File: src/rtl/calendar_date.sv
// Calendar date counter: day of month, month and year within century.
// Advances on the midnight carry (dayTick), supports parallel load of one field
// with range fixing and date clamping, and exposes the selected field on databus.
// Build option: define CAL_LEAP_YEAR_EN to give February 29 days when year[1:0] == 0.
module calendar_date (
    input  logic       clk,
    input  logic       clear,
    input  logic       dayTick,
    input  logic       load,
    input  logic [1:0] sel,
    input  logic [6:0] data,
    input  logic       enable,
    output logic [4:0] date,
    output logic [3:0] month,
    output logic [6:0] year,
    output logic [6:0] databus,
    output logic       monthCount,
    output logic       yearCount
);

`ifdef CAL_LEAP_YEAR_EN
    localparam logic LeapEn = 1'b1;
`else
    localparam logic LeapEn = 1'b0;
`endif

    localparam logic [1:0] SelDate  = 2'b00;
    localparam logic [1:0] SelMonth = 2'b01;
    localparam logic [1:0] SelYear  = 2'b10;

    // Power-up values match the reset state.
    logic [4:0] date_q = 5'd1;
    logic [3:0] month_q = 4'd1;
    logic [6:0] year_q = 7'd0;
    logic       month_cnt_q = 1'b0;
    logic       year_cnt_q = 1'b0;

    logic [4:0] date_d;
    logic [3:0] month_d;
    logic [6:0] year_d;
    logic       month_cnt_d;
    logic       year_cnt_d;

    logic       load_eff;
    logic [4:0] cur_len;
    logic [4:0] new_len;

    // Days in month m; only the two low year bits matter for the leap rule.
    function automatic logic [4:0] month_len(input logic [3:0] m, input logic [1:0] yl);
        logic [4:0] len;
        case (m)
            4'd4, 4'd6, 4'd9, 4'd11: len = 5'd30;
            4'd2:                    len = (LeapEn && (yl == 2'b00)) ? 5'd29 : 5'd28;
            default:                 len = 5'd31;
        endcase
        return len;
    endfunction

    // sel == 11 means "no field", so a load there is ignored and a tick still counts.
    assign load_eff = load && (sel != 2'b11);
    assign cur_len  = month_len(month_q, year_q[1:0]);
    assign new_len  = month_len(month_d, year_d[1:0]);

    // Next-state: load has priority over the tick; the tick rolls date -> month -> year.
    always_comb begin
        date_d      = date_q;
        month_d     = month_q;
        year_d      = year_q;
        month_cnt_d = 1'b0;
        year_cnt_d  = 1'b0;
        if (load_eff) begin
            case (sel)
                SelDate: begin
                    if ((data >= 7'd1) && (data <= {2'b00, cur_len})) begin
                        date_d = data[4:0];
                    end else begin
                        date_d = 5'd1;
                    end
                end
                SelMonth: begin
                    if ((data >= 7'd1) && (data <= 7'd12)) begin
                        month_d = data[3:0];
                    end else begin
                        month_d = 4'd1;
                    end
                end
                SelYear: begin
                    if (data <= 7'd99) begin
                        year_d = data;
                    end else begin
                        year_d = 7'd0;
                    end
                end
                default: ;
            endcase
            // A new month or year may shorten the month below the current date.
            if ((sel != SelDate) && (date_q > new_len)) begin
                date_d = new_len;
            end
        end else if (dayTick) begin
            if (date_q < cur_len) begin
                date_d = date_q + 5'd1;
            end else begin
                date_d      = 5'd1;
                month_cnt_d = 1'b1;
                if (month_q == 4'd12) begin
                    month_d    = 4'd1;
                    year_cnt_d = 1'b1;
                    year_d     = (year_q == 7'd99) ? 7'd0 : year_q + 7'd1;
                end else begin
                    month_d = month_q + 4'd1;
                end
            end
        end
    end

    // State registers with synchronous active-low clear overriding everything.
    always_ff @(posedge clk) begin
        if (!clear) begin
            date_q      <= 5'd1;
            month_q     <= 4'd1;
            year_q      <= 7'd0;
            month_cnt_q <= 1'b0;
            year_cnt_q  <= 1'b0;
        end else begin
            date_q      <= date_d;
            month_q     <= month_d;
            year_q      <= year_d;
            month_cnt_q <= month_cnt_d;
            year_cnt_q  <= year_cnt_d;
        end
    end

    // Combinational read-back of the selected field, gated by enable.
    always_comb begin
        databus = 7'd0;
        if (enable) begin
            case (sel)
                SelDate:  databus = {2'b00, date_q};
                SelMonth: databus = {3'b000, month_q};
                SelYear:  databus = year_q;
                default:  databus = 7'd0;
            endcase
        end
    end

    assign date       = date_q;
    assign month      = month_q;
    assign year       = year_q;
    assign monthCount = month_cnt_q;
    assign yearCount  = year_cnt_q;

endmodule

File: config.mk
export PLATFORM = sky130hd
export DESIGN_NAME = calendar_date
export DESIGN_NICKNAME = d
export VERILOG_FILES = /design/src/rtl/calendar_date.sv
export SDC_FILE = /design/constraint.sdc
export NUM_CORES = 1
export LEC_CHECK = 0
export BUFFER_PORTS_ARGS = -buffer_cell sky130_fd_sc_hd__buf_2
export CORE_AREA = 2 2 74 48
export DETAILED_ROUTE_END_ITERATION = 8
export DIE_AREA = 0 0 76 50
export PLACE_DENSITY = 0.87
export SETUP_SLACK_MARGIN = 0.02
export SLEW_MARGIN = 20
export SYNTH_ARGS = -nofsm -noshare
export SYNTH_HDL_FRONTEND = slang
export SYNTH_SLANG_ARGS = --single-unit
File: constraint.sdc
create_clock -name clk -period 7.85 [get_ports clk]
set_input_delay 0.785 -clock clk [delete_from_list [all_inputs] [get_ports clk]]
set_output_delay 0.785 -clock clk [all_outputs]
set_load 0.02 [all_outputs]
==> impl_metrics.toml <==
[routing]
antenna_left = 0
dr_total_vias = 1916
totalWireLength_um = 5240
firstDrtPassIters = 6
wl_per_cell_um = 17.5
via_per_inst = 6.39
drtIter0Drc = 361
route.detailed.drc = 0

[clock_network]
hold_buffers = 0
clk_latency_ns = 0.26
clock_sinks = 18
h-tree-depth = 1
root_buffer = "clkbuf_8"
clockBufferDepth = 2
clk_pin_slew_ns = 0.07
cts_tree = "done"
cts_buffers = 3
ctsResizeCount = 0
post_cts_buffers = 0

[final_layout]
syn_to_final_growth_pct = 13.8
final_layout_size_suffix_gt1_share_pct = 23.1
layout_common_cells = "buf_2, nand2_1, dfxtp_1"
fin_nets = 281
regArea_um2 = 360
multi_input_area_um2 = 1280
n_antenna_cell = 0
fillerInstances = 274
final_common_cell = "buf_2"

[sta]
final_max_slew_viol_count = 0
finalCriticalPeriod_ns = 4.25
hold_viol = 0
setup-tns-final_ns = 0
skew_ns = 0.00407
rsz0062_at_grt = "no"
worst-slew-pin-transition_ns = 0.612
setup_viol = 0
max_freq_mhz = 235
max_slew_margin_pct = 59.0
post-route-period-util_pct = 54.1
timing.final.ws_setup_ns = 3.60

[grt]
overflow = 0
grt_pass1_vias = 1695
antenna_found_initial = 0
grt_pass1_wl_um = 8520
grtUsageTotal_pct = 28.7
grt_max_degree = 19

[yosys]
syn_area_per_cell_um2 = 7.83
yosys_most_used_dff = "dfxtp_1"
ys_seq_elements = 18
synthDistinctLibCells = 59
ys.warnings.count = 0
synth_cells = 223
synth-seq-area-share_pct = 20.6
syn_area_um2 = 1750
synth_edf_count = 0
syn_nets = 248
synthArstFlopShare_pct = 0

[outcome]
status = "completed"

[critical_path]
arrival_ns = 4.43
path_max_fanout = 10
criticalPathCategory = "reg2reg"
critPathRequiredTime_ns = 8.04
crit_path_end_kind = "register"
cp-start-kind = "register"

[floorplan]
dieArea_um2 = 3800
pin_count = 39
die_x_um = 76
initial_core_util_pct = 56.3
die_y_um = 50
rows = 16
coreArea_um2 = 3100

[worst_hold_path]
min_path_type = "reg2reg"

[power]
vdd_drop_max_uv = 97.4
p_leak_uw = 0.000909
cellPowerDensity_nw_per_um2 = 123

[placed_design]
place_hpwl_um = 3880
place_ws_ns = 3.71
port_buffers = 38
gp_congestion = 1.03

[run]
drv_cap = 0
-- per-stage QoR --
stage               total power (µW)  util, %  cells  area [µm²]  hold WS (ns)
floorplan                        145        -    223        1750         0.597
global placement                 166     62.3    296        1930         0.566
detailed placement               167     62.3    296        1930         0.572
CTS                              244     64.1    300        1990         0.584
global route                     257     64.1    300        1990         0.630
finish                           245     64.1    300        1990         0.597
-- area by class of cell --
cell class / instances / share of cell area (%)
Timing Repair Buffer: 38 / 9.57
Tap cell: 45 / 2.83
Inverter: 13 / 2.45
Multi-Input combinational cell: 182 / 64.3
Clock buffer: 4 / 2.77
Sequential cell: 18 / 18.1
-- final timing paths --
path                                           start                   end  slack [ns]  depth (start not counted)
worst max-delay path             month[0]$_SDFF_PN1_  date[2]$_SDFFE_PN0P_        3.60                         17
worst min-delay path            year[4]$_SDFFE_PN0P_  year[4]$_SDFFE_PN0P_        0.60                          2
worst max register to register   month[0]$_SDFF_PN1_  date[2]$_SDFFE_PN0P_        3.60                         17
worst min register to register  year[4]$_SDFFE_PN0P_  year[4]$_SDFFE_PN0P_        0.60                          2
-- cells in the mapped netlist (2+ instances only) --
library cell / n / area [µm²]
clkbuf_1: 4 / 15.0
a31oi_1: 5 / 31.3
mux2i_1: 6 / 60.1
ha_1: 11 / 138
o31ai_1: 4 / 30.0
nand3_1: 11 / 55.1
nand2_1: 19 / 71.3
a22o_2: 2 / 20.0
nor2_1: 16 / 60.1
buf_2: 3 / 15.0
o211ai_1: 2 / 15.0
a21o_1: 2 / 15.0
nor3_1: 5 / 25.0
and3_1: 6 / 37.5
a311oi_1: 2 / 17.5
a21boi_0: 5 / 37.5
nor3b_1: 5 / 37.5
a211oi_1: 3 / 22.5
a21oi_1: 10 / 50.1
buf_6: 2 / 22.5
and2_1: 7 / 43.8
a221oi_1: 4 / 35.0
nor2b_1: 6 / 37.5
a211o_1: 2 / 17.5
inv_1: 13 / 48.8
dfxtp_1: 18 / 360
o21ai_0: 12 / 60.1
and3_2: 2 / 15.0
nand2b_1: 3 / 18.8
o221a_2: 2 / 22.5
a32o_1: 3 / 30.0
-- power by group --
group,leakage [µW],switching (µW),internal [µW]
combinational,0.000734,39.2,23.4
sequential,0.000147,9.25,94.9
clock,0.0000288,33.5,44.6
-- worst max-delay path, stage by stage (launching register included) --
cell and delay (ns):
dfxtp_1 0.52, inv_1 0.12, ha_1 0.25, nor3b_1 0.17
ha_1 0.34, nor2_1 0.23, nor3_4 0.09, and2_1 0.28
a211o_1 0.35, o311a_1 0.35, nor2_1 0.12, ha_1 0.24
nand2_1 0.06, o21ai_0 0.13, o31ai_1 0.42, a21oi_1 0.09
a211o_1 0.27, a21boi_0 0.15
-- state kept, by name, indices dropped and copies added, names as in the netlist --
register	flops
year	7
month	4
monthCount	1
yearCount	1
date	5
-- per-layer routing --
metal,GRT usage (%),vias to the layer above,share of wire (%)
met1,42.9,857,47
met4,6.36,0,1.5
met3,7.88,17,12
met5,0,-,0
met2,40.3,138,39
li1,-,904,-
-- logic make-up (layout without fill, tap and decap cells) --
| group | after synthesis | count (layout) | synth area share [%] |
|---|---|---|---|
| simple gates | 89 | 89 | 28.9 |
| compound gates | 74 | 74 | 31.9 |
| buf+inv | 23 | 55 | 6.23 |
| flops | 18 | 18 | 20.6 |
| fa+ha+maj | 11 | 11 | 7.88 |
| mux | 6 | 6 | 3.44 |
| xor+xnor | 2 | 2 | 1.00 |
(Power assumes the default switching activity.)
